===== src/rtl/wash_cycle_ctrl_pkg.sv =====
// Shared definitions for the wash cycle controller: phase codes, default
// BCD phase durations and small helpers for BCD countdown and phase order.
package wash_cycle_ctrl_pkg;

   typedef enum logic [2:0] {
      IDLE  = 3'd0,
      WASH  = 3'd1,
      RINSE = 3'd2,
      SPIN  = 3'd3,
      DONE  = 3'd4
   } phase_t;

   // Default durations, two BCD digits of seconds each.
   localparam logic [7:0] WASH_S_DEF  = 8'h30;
   localparam logic [7:0] RINSE_S_DEF = 8'h20;
   localparam logic [7:0] SPIN_S_DEF  = 8'h10;
   localparam logic [7:0] DONE_S_DEF  = 8'h03;

   // One-step BCD decrement; 00 saturates so the counter never wraps.
   function automatic logic [7:0] bcdDec(input logic [7:0] v);
      logic [7:0] r;
      if (v == 8'h00)
         r = 8'h00;
      else if (v[3:0] == 4'h0)
         r = {v[7:4] - 4'h1, 4'h9};
      else
         r = {v[7:4], v[3:0] - 4'h1};
      return r;
   endfunction

   // Phase that follows p when its countdown expires.
   function automatic phase_t nextPhase(input phase_t p);
      phase_t n;
      case (p)
         WASH:    n = RINSE;
         RINSE:   n = SPIN;
         SPIN:    n = DONE;
         default: n = IDLE;
      endcase
      return n;
   endfunction

endpackage


===== src/rtl/wash_cycle_ctrl_bcd_down_counter.sv =====
// Two-digit BCD down counter holding the seconds remaining in a phase.
// Ports:
//   clk      - clock, rising edge
//   clr      - synchronous active-high clear to 00
//   load     - load loadVal (has priority over dec)
//   loadVal  - BCD value to load
//   dec      - decrement by one BCD step (saturates at 00)
//   count    - current BCD value
//   isZero   - count == 00
//   isOne    - count == 01
module bcd_down_counter
   import wash_cycle_ctrl_pkg::*;
(
   input  logic       clk,
   input  logic       clr,
   input  logic       load,
   input  logic [7:0] loadVal,
   input  logic       dec,
   output logic [7:0] count,
   output logic       isZero,
   output logic       isOne
);

   always_ff @(posedge clk) begin
      if (clr)
         count <= 8'h00;
      else if (load)
         count <= loadVal;
      else if (dec)
         count <= bcdDec(count);
   end

   assign isZero = (count == 8'h00);
   assign isOne  = (count == 8'h01);

endmodule


===== src/rtl/wash_cycle_ctrl.sv =====
// Washing machine cycle sequencer: IDLE -> WASH -> RINSE -> SPIN -> DONE ->
// IDLE, each active phase lasting its BCD duration in 1 Hz ticks.
// Ports:
//   CLK_50M   - system clock, rising edge
//   CLR       - synchronous active-high reset
//   CLK_1Hz   - 1 Hz square wave synchronous to CLK_50M; rising edge = tick
//   Start     - one-cycle start request, honoured only in IDLE
//   Pause     - level; freezes the countdown and idles the actuators
//   Phase     - current phase code
//   Remaining - BCD seconds left in the current phase (00 only in IDLE)
//   Motor, WaterIn, Drain - actuator enables
//   Done      - cycle-complete indication
module wash_cycle_ctrl
   import wash_cycle_ctrl_pkg::*;
#(
   parameter logic [7:0] WASH_S  = WASH_S_DEF,
   parameter logic [7:0] RINSE_S = RINSE_S_DEF,
   parameter logic [7:0] SPIN_S  = SPIN_S_DEF,
   parameter logic [7:0] DONE_S  = DONE_S_DEF
)
(
   input  logic       CLK_50M,
   input  logic       CLR,
   input  logic       CLK_1Hz,
   input  logic       Start,
   input  logic       Pause,
   output logic [2:0] Phase,
   output logic [7:0] Remaining,
   output logic       Motor,
   output logic       WaterIn,
   output logic       Drain,
   output logic       Done
);

   phase_t     state;
   phase_t     nxtState;
   logic       clk1HzQ;
   logic       tick;
   logic       ldEn;
   logic [7:0] ldVal;
   logic       decEn;
   logic       cntZero;
   logic       cntOne;

   function automatic logic [7:0] durFor(input phase_t p);
      logic [7:0] d;
      case (p)
         WASH:    d = WASH_S;
         RINSE:   d = RINSE_S;
         SPIN:    d = SPIN_S;
         DONE:    d = DONE_S;
         default: d = 8'h00;
      endcase
      return d;
   endfunction

   // The delayed copy keeps sampling through CLR, so releasing reset while
   // CLK_1Hz is high does not look like a rising edge.
   always_ff @(posedge CLK_50M)
      clk1HzQ <= CLK_1Hz;

   assign tick = CLK_1Hz & ~clk1HzQ;

   always_comb begin
      nxtState = state;
      ldEn     = 1'b0;
      ldVal    = 8'h00;
      decEn    = 1'b0;
      case (state)
         IDLE: begin
            // A tick arriving with Start is swallowed: WASH begins full.
            if (Start) begin
               nxtState = WASH;
               ldEn     = 1'b1;
               ldVal    = WASH_S;
            end
         end
         WASH, RINSE, SPIN, DONE: begin
            if (tick && !Pause) begin
               if (cntOne) begin
                  nxtState = nextPhase(state);
                  ldEn     = 1'b1;
                  ldVal    = durFor(nextPhase(state));
               end else begin
                  decEn = !cntZero;
               end
            end
         end
         default: begin
            // Illegal codes fall back to a clean IDLE.
            nxtState = IDLE;
            ldEn     = 1'b1;
            ldVal    = 8'h00;
         end
      endcase
   end

   bcd_down_counter uCnt (
      .clk     (CLK_50M),
      .clr     (CLR),
      .load    (ldEn),
      .loadVal (ldVal),
      .dec     (decEn),
      .count   (Remaining),
      .isZero  (cntZero),
      .isOne   (cntOne)
   );

   // Actuators follow the next state; Pause gates them off one cycle later.
   always_ff @(posedge CLK_50M) begin
      if (CLR) begin
         state   <= IDLE;
         Motor   <= 1'b0;
         WaterIn <= 1'b0;
         Drain   <= 1'b0;
         Done    <= 1'b0;
      end else begin
         state   <= nxtState;
         Motor   <= (nxtState == WASH || nxtState == RINSE || nxtState == SPIN) && !Pause;
         WaterIn <= (nxtState == RINSE) && !Pause;
         Drain   <= (nxtState == SPIN) && !Pause;
         Done    <= (nxtState == DONE);
      end
   end

   assign Phase = state;

endmodule

===== config.mk =====
export PLATFORM = sky130hd
export DESIGN_NAME = wash_cycle_ctrl
export DESIGN_NICKNAME = d
export VERILOG_FILES = /design/src/rtl/wash_cycle_ctrl_pkg.sv /design/src/rtl/wash_cycle_ctrl_bcd_down_counter.sv /design/src/rtl/wash_cycle_ctrl.sv
export SDC_FILE = /design/constraint.sdc
export NUM_CORES = 1
export LEC_CHECK = 0
export CAP_MARGIN = 20
export CORE_MARGIN = 2
export CORE_UTILIZATION = 54
export CTS_CLUSTER_DIAMETER = 60
export DETAILED_ROUTE_END_ITERATION = 8
export GPL_ROUTABILITY_DRIVEN = 0
export GPL_TIMING_DRIVEN = 0
export PLACE_DENSITY = 0.83
export SYNTH_ARGS = -nofsm -noshare
export SYNTH_HDL_FRONTEND = slang
export SYNTH_SLANG_ARGS = --single-unit

===== constraint.sdc =====
create_clock -name CLK_50M -period 3.26 [get_ports CLK_50M]
set_input_delay 0.978 -clock CLK_50M [delete_from_list [all_inputs] [get_ports CLK_50M]]
set_output_delay 0.978 -clock CLK_50M [all_outputs]
set_load 0.01 [all_outputs]

After elaboration in Yosys (flattened, before gate mapping)

Cells that the tools add are included.
Widths: inputs -> output; s select.

Add/subtract/negate cells: 2
Reduce and logical (&&, ||, !) cells: 15
Bitwise operators: 2
Equal/unequal tests: 13
Multiplexer cells: 24

Operators with widths:

| cell                | number |
|---|---|
| $mux 8              | 4 |
| $pmux 6 s4          | 1 |
| $eq 3x2->1 const B  | 6 |
| $mux 3              | 6 |
| $mux 6              | 3 |
| $pmux 8 s2          | 1 |
| $eq 3x1->1 const B  | 3 |
| $eq 3x3->1 const B  | 3 |
| $pmux 3 s3          | 1 |
| $eq 8x1->1 const B  | 1 |
| $logic_not 8->1     | 1 |
| $sub 4x1->4 const B | 2 |
| $mux 1              | 6 |
| $pmux 3 s2          | 1 |
| $logic_and 1x1->1   | 4 |
| $logic_not 4->1     | 1 |
| $reduce_or 4->1     | 1 |
| $logic_not 3->1     | 1 |
| $reduce_bool 3->1   | 1 |
| $logic_not 1->1     | 2 |
| $logic_or 1x1->1    | 2 |
| $pmux 1 s2          | 1 |
| $reduce_and 2->1    | 1 |
| $reduce_bool 2->1   | 1 |
| other kinds (2)     | 2 |

Input port bits: 5
Flip-flop bits (word level): 16
Logic and storage cells: 64
Output and inout port bits: 15

Depth between registers and ports, before layout

Gate-level depths: netlist of run 1.

Word-level depth: 11
Gate-level depth with buffers: 8

Modules after synthesis

A second synthesis of run 1 with hierarchy kept.

Cells, all modules: 121
Area, all modules: 1016.0 um2

Modules (own cells, without submodules):

| module           | cells each | area an instance (um2) | times used |
|---|---|---|---|
| bcd_down_counter | 73         | 576.8                  | 1 |
| wash_cycle_ctrl  | 48         | 439.2                  | 1 |

Least setup slack after synthesis of run 1

No wires, ideal clock.

Path kind: input to register
Start point: input Pause
End point: register uCnt.count[6]
Setup slack: 1.013 ns
Arrival: 2.159 ns
Path buffers: 1
Required time: 3.172 ns
Stages: 6
Cell sequence: or3b_2 > a21oi_4 > and3_1 > buf_4 > nand2b_1 > a311oi_2

Word-level cells in the longest chain between the ends: 6
Elaborated cells between the ends (all ways): 10
Those cells by class: 5 x mux; 5 x reduce/logical

Ends and longest elaborated chain:

| item                                                                    | line                                   | RTL |
|---|---|---|
| from (decl)                                                             | wash_cycle_ctrl.sv:26                  | `input logic Pause,` |
| $logic_not 1->1 *                                                       | wash_cycle_ctrl.sv:79                  | `if (tick && !Pause) begin` |
| $logic_and 1x1->1 *                                                     | wash_cycle_ctrl.sv:79                  |  |
| $mux 1                                                                  | wash_cycle_ctrl.sv:79                  |  |
| $pmux 1 s2 or $mux 1 (tied branches)                                    | wash_cycle_ctrl.sv:69                  | `case (state)` |
| $reduce_bool 3->1 (no source line) or $reduce_bool 2->1 (tied branches) | n/a                                    |  |
| $reduce_and 2->1 (no source line)                                       | n/a                                    |  |
| to (signal assigned)                                                    | wash_cycle_ctrl_bcd_down_counter.sv:28 | `count <= loadVal;` |
| to (signal assigned)                                                    | wash_cycle_ctrl_bcd_down_counter.sv:30 | `count <= bcdDec(count);` |
| to (decl)                                                               | wash_cycle_ctrl_bcd_down_counter.sv:19 | `output logic [7:0] count,` |

Every way passes the cells marked *; elsewhere a longest branch is shown, timed or not.
A chain may end at the register's enable or synchronous reset.

Worst setup path after layout of run 1

Start point: input CLK_1Hz
End point: register uCnt.count[3]

Word-level cells in the longest chain between the ends: 5
Elaborated cells between the ends (all ways): 10
Those cells by class: 7 x mux; 1 x bitwise; 2 x reduce/logical

Ends and longest elaborated chain:

| item                                        | line                  | RTL |
|---|---|---|
| from (decl)                                 | wash_cycle_ctrl.sv:24 | `input logic CLK_1Hz,` |
| $and 1x1->1 *                               | wash_cycle_ctrl.sv:62 | `assign tick = CLK_1Hz & ~clk1HzQ;` |
| $logic_and 1x1->1 *                         | wash_cycle_ctrl.sv:79 |  |
| $mux 6 or $mux 1 (tied branches)            | wash_cycle_ctrl.sv:79 |  |
| $pmux 8 s2 (tied with other cells)          | wash_cycle_ctrl.sv:69 |  |
| $mux 8 or $reduce_bool 2->1 (tied branches) | n/a                   |  |

Marked as above.

==> metrics.yaml, run 1 <==
worst_setup_path:
  start_kind: "primary input"
  critical_path_class: "in -> reg"
  required_ps: 3460
  cp-end-kind: "flip-flop"
  reg2reg_from: "uCnt.count[4]"
  crit_fanout: 7
  crit_start: "CLK_1Hz"
  ff2ff_path_depth: 7
  arrival_ps: 2830
final_layout:
  fin_nets: 139
  insertedDiodeCount: 0
  final_common_cell: "clkdlybuf4s50_1"
  mostFrequentLayoutCells: "clkdlybuf4s50_1, dfxtp_1, a21oi_1"
  drive_above_1_share: 0.188
  area_delta_synth_final_pct: 25.2
  utilization: 0.734
cts:
  h-tree-depth: 1
  clk_latency_ps: 300
  root_buffer: "clkbuf_4"
  postCtsSetupRepairBufs: 0
  cts_buffers: 3
  cts_max_path_buffers: 2
  cts_hold_buf: 0
  cts_resized: 0
  cts_tree: "built"
  clkTransAtPathRegs_ps: 100
  clock-sinks: 16
timing:
  period_share: 0.806
  setup_ws_ps: 631
  slew_violations: 0
  finalHoldViolations: 0
  max_freq_mhz: 380
  finalSetupViolCount: 0
  min_period_ps: 2630
  max_slew.worst_pin.slew_ps: 447
  fin_tns_setup_ps: 0
  relSlewSlack: 0.701
  skew_ps: 3.01
  rsz0062_at_grt: "no"
grt:
  grt_max_degree: 11
  grt.busiest_layer: "met2"
  grt_usage: 0.228
  grt_use_met2: 0.411
  grt_pass1_vias: 838
  grt_antenna_before_repair: 0
  grt_overflow: 0
  grt_pass1_wl_um: 3530
  met1_usage: 0.255
  gr-usage-met3: 0.0453
synth:
  yosys_warnings: 0
  synth_edf_count: 0
  yosysSeqAreaShare: 0.313
  synthArstFlopShare: 0
  netlist.area_leader.share: 0.313
  synth_area_leaders: "dfxtp_1, ha_1, a21oi_1, nor3b_4, and3_1"
  syn_avg_cell_area_sq_um: 9.75
  synth_cells: 105
  synth_cell_types: 49
  synth_top_flop_cell: "dfxtp_1"
  netlist_area_sq_um: 1020
  synth_nets: 115
  yosysTopAreaCell: "dfxtp_1"
  ys_ff_latch: 16
power:
  p_seq_frac: 0.471
  power_w: 0.000445
  p_comb_frac: 0.217
  p_leak_nw: 0.494
  switching_power_w: 0.000128
  p_int_w: 0.000317
  irDropWorstVdd_v: 0.000288
  switching_share: 0.288
  power_density_nw_per_um2: 347
  clock_power_share: 0.312
floorplan:
  rows: 15
  die_h_um: 47.5
  die_w_um: 47.5
  initial_core_util: 0.586
  io_pins: 20
  dieArea_sq_um: 2260
  core_region_area_sq_um: 1750
min_path:
  hold_path.class: "reg -> reg"
  whs_path_depth: 2
  hp-start: "Phase[2]"
drt:
  vias_per_cell: 5.84
  drc_errors: 0
  drt_iter0_drc: 10
  drtPass1Iterations: 4
  route.detailed.wl_per_inst_um: 14.8
  ant_nets: 0
  vias: 893
  routed_wl_um: 2270
place:
  pre_cts_slack_ps: 362
  portBuffers: 19
  dpl.hpwl_um: 1670
outcome:
  status: "finished clean"
job:
  drv_cap: 0
[flip-flops by register name, indices dropped and copies added (netlist names)]
register,cells
Drain,1
clk1HzQ,1
WaterIn,1
uCnt.count,8
Done,1
Motor,1
Phase,3
[final timing paths]
| kind | to | slack (ps) |
|---|---|---|
| worst max-delay path | uCnt.count[3] | 630 |
| worst min-delay path | Phase[0] | 590 |
| worst max register to register | uCnt.count[3] | 1160 |
| worst min register to register | Phase[0] | 590 |
[power groups by stage]
stage / clock, W / combinational [W] / sequential (W)
finish: 0.000139 / 0.0000966 / 0.000209
global route: 0.000145 / 0.000105 / 0.000210
CTS: 0.000137 / 0.0000963 / 0.000209
detailed placement: 0 / 0.0000955 / 0.000214
global placement: 0 / 0.0000915 / 0.000213
floorplan: 0 / 0.0000615 / 0.000216
[cell families after synthesis]
| group | Yosys count | share of synthesized area |
|---|---|---|
| buffers and inverters | 11 | 0.0623 |
| muxes | 3 | 0.0306 |
| DFF | 16 | 0.313 |
| AOI/OAI and AO/OA | 31 | 0.268 |
| adders and majority gates | 5 | 0.0611 |
| and+or+nand+nor | 37 | 0.248 |
| xor gates and xnor gates | 2 | 0.0171 |
[synth_stat cells (2+ instances only)]
library cell,instances
nor3b_2,2
nor3_1,4
ha_1,5
a31oi_1,2
nor2_1,5
nor3b_4,2
nand2b_1,2
mux2i_1,2
and3_1,4
dfxtp_1,16
o31ai_1,3
xor2_1,2
inv_1,5
nand2_1,5
or3_1,2
o31a_1,2
a211o_2,2
a21oi_1,9
[metrics by stage]
stage | std cells | hold slack [ps] | area (sq um)
after floorplan | 105 | 579 | 1020
after global placement | 149 | 562 | 1240
after detailed placement | 149 | 572 | 1240
after CTS | 153 | 599 | 1280
after global routing | 153 | 634 | 1280
final | 153 | 594 | 1280
[worst max-delay path, cell delays in order]
cell             delay, ps
clkdlybuf4s50_1        500
nor3b_2                320
a31oi_1                230
a211oi_4               410
nor2_1                 120
a32o_1                 270
[layout make-up]
class	count	area (sq um)
Clock buffer	4	36.3
Tap cell	25	31.3
Sequential cell	16	320
Buffer	6	45.0
Fill cell	150	464
Inverter	5	18.8
Multi-Input combinational cell	78	639
Timing Repair Buffer	19	190
[per-layer routing]
layer	vias up	wire, um	share of wire
met4	0	38	0.017
li1	446	-	-
met1	424	1020	0.45
met3	5	86	0.038
met2	18	1120	0.49
met5	-	0	0
Power figures use the tool's default switching activity.
==> run 2, diff against run 1 <==
--- a/config.mk
+++ b/config.mk
@@ -7,12 +7,12 @@
 export LEC_CHECK = 0
 export CAP_MARGIN = 20
 export CORE_MARGIN = 2
-export CORE_UTILIZATION = 54
+export CORE_UTILIZATION = 45
 export CTS_CLUSTER_DIAMETER = 60
 export DETAILED_ROUTE_END_ITERATION = 8
 export GPL_ROUTABILITY_DRIVEN = 0
 export GPL_TIMING_DRIVEN = 0
-export PLACE_DENSITY = 0.83
+export PLACE_DENSITY = 0.74
 export SYNTH_ARGS = -nofsm -noshare
 export SYNTH_HDL_FRONTEND = slang
 export SYNTH_SLANG_ARGS = --single-unit
==> constraint.sdc (replaced) <==
create_clock -name CLK_50M -period 2.1 [get_ports CLK_50M]
set_input_delay 0.63 -clock CLK_50M [delete_from_list [all_inputs] [get_ports CLK_50M]]
set_output_delay 0.63 -clock CLK_50M [all_outputs]
set_load 0.01 [all_outputs]
==> run 2 against run 1 <==
Compared with the run above: critical path depth shrank 5; routed wire length is 2.6% lower; cell count grew 2.0%; total power grew 43%; flip-flop and latch count unchanged; count of clock-buffer cells in the layout decreased by 1; largest power group unchanged; clock power increased by 12%.
==> metrics.yaml, run 2 (synthesis results as in run 1) <==
timing:
  max_freq_mhz: 495
  period_share: 0.962
  setup_ws_ps: 79.5  # -552 ps
  finalHoldViolations: 0  # unchanged
  max_slew.worst_pin.slew_ps: 512  # +65.4 ps
  slew_violations: 0  # unchanged
  rsz0062_at_grt: "no"
  whs_ps: 589  # -4.35 ps
  relSlewSlack: 0.657  # -0.0437
  finalSetupViolCount: 0  # unchanged
  min_period_ps: 2020
  skew_ps: 4.98  # +1.96 ps
final_layout:
  largest_reg_flops: 8  # unchanged
  instances_no_fill: 156  # +2.0%
  area_delta_synth_final_pct: 27.1
  fin_nets: 140  # +0.72%
  largest_register: "uCnt.count"
  final_common_cell: "clkdlybuf4s50_1"
  utilization: 0.594  # -0.140
  insertedDiodeCount: 0  # unchanged
  drive_above_1_share: 0.234  # +0.0469
  mostFrequentLayoutCells: "clkdlybuf4s50_1, dfxtp_1, a21oi_1"
cts:
  root_buffer: "clkbuf_4"
  clkTransAtPathRegs_ps: 90  # about the same
  cts_tree: "built"
  clk_latency_ps: 280  # -20 ps
  h-tree-depth: 1  # unchanged
  clock-sinks: 16  # unchanged
  cts_max_path_buffers: 2  # unchanged
  cts_buffers: 3  # unchanged
drt:
  drtPass1Iterations: 4  # unchanged
  drt_iter0_drc: 8  # -2
  routed_wl_um: 2210  # -2.6%
  drc_errors: 0  # unchanged
  vias: 851  # -4.7%
  vias_per_cell: 5.46  # -6.5%
  route.detailed.wl_per_inst_um: 14.2  # -4.5%
  ant_nets: 0  # unchanged
grt:
  grt_usage: 0.187  # -0.0410
  grt_pass1_wl_um: 3700  # +4.7%
  grt_antenna_before_repair: 0  # unchanged
  grt_pass1_vias: 806  # -3.8%
  grt_max_degree: 11  # unchanged
  grt_overflow: 0  # unchanged
outcome:
  status: "finished clean"
power:
  p_comb_frac: 0.241  # +0.024
  clock_power_share: 0.245  # -0.067
  p_leak_nw: 0.501  # +1.5%
  p_seq_frac: 0.513  # +0.042
  switching_power_w: 0.000181  # +41%
  p_int_w: 0.000456  # +44%
  irDropWorstVdd_v: 0.000377  # +31%
  power_density_nw_per_um2: 489  # +41%
  switching_share: 0.284  # -0.00389
  power_w: 0.000636  # +43%
worst_setup_path:
  crit_family: "buffers and inverters"
  path_cells: "clkdlybuf4s50_1"
  cp-end-kind: "output pin"
  arrival_ps: 1390  # -1440 ps
  crit_buf_inv: 1  # unchanged
  required_ps: 1470  # -1990 ps
  start_kind: "flip-flop"
  critical_path_class: "reg -> out"
  critPathSlowestCell: "clkdlybuf4s50_1"
  crit_fanout: 7  # unchanged
  cpPeakStageDelay_ps: 600  # +100 ps
floorplan:
  io_pins: 20  # unchanged
  rows: 17  # +2
  die_w_um: 51.7  # +8.7%
  initial_core_util: 0.467  # -0.119
  core_region_area_sq_um: 2190  # +26%
  die_h_um: 51.7  # +8.7%
  dieArea_sq_um: 2670  # +18%
place:
  pre_cts_slack_ps: -421  # -783 ps
  dp_cells: 152  # +2.0%
  dpl.hpwl_um: 1600  # -4.3%
  portBuffers: 19  # unchanged
job:
  drv_cap: 0  # unchanged
min_path:
  hold_path.class: "reg -> reg"
run 2: changes by cell type in the layout (fill, tap and decap cells not counted), sizes merged:
| cell | change |
|---|---|
| dlygate4sd3 | -1 |
| dlygate4sd2 | +2 |
| buf | +2 |
| clkbuf | -1 |
| clkdlybuf4s50 | -2 |
run 2: worst paths after layout:
check / from / to / slack [ps] / cells after the start
max: uCnt.count[6] / Remaining[6] / 80 / 1
min: uCnt.count[4] / uCnt.count[4] / 590 / 1
max reg2reg: uCnt.count[5] / uCnt.count[1] / 120 / 8
min reg2reg: uCnt.count[4] / uCnt.count[4] / 590 / 1
run 2: stage by stage:
stage	instance area, sq um	setup TNS, ps
after floorplan	1020	0
after global placement	1250	-3550
after detailed placement	1250	-3840
after CTS	1310	0
after global routing	1300	0
final	1300	0
run 2: metal layers:
metal / GRT usage / vias to the layer above / share of wire
li1: - / 439 / -
met1: 0.222 / 394 / 0.44
met2: 0.327 / 16 / 0.51
met3: 0.0632 / 2 / 0.046
met4: 0.0395 / 0 / 0.0063
met5: 0 / - / 0
run 2: area by class of cell:
class,count,area [sq um]
buffer,5,37.5
fill,189,890
tap,28,35.0
timing repair buffer,21,203
multi-input combinational,78,662
sequential,16,323
clock buffer,3,22.5
inverter,5,18.8
run 2: power groups by stage:
| stage | registers (W) | clock network [W] | logic (W) |
|---|---|---|---|
| final | 0.000327 | 0.000156 | 0.000154 |
| after global placement | 0.000332 | 0 | 0.000142 |
| after floorplan | 0.000335 | 0 | 0.0000955 |
| after global routing | 0.000329 | 0.000175 | 0.000170 |
| after CTS | 0.000326 | 0.000161 | 0.000155 |
| after detailed placement | 0.000333 | 0 | 0.000147 |
run 2: repair_timing:
item / CTS / global route
setup endpoints to repair: 7 / 4
gates cloned: 0 / 0
setup buffers: 2 / 0
gates resized for setup: 9 / 2
pin swaps: 3 / 0
hold buffers: 0 / 0
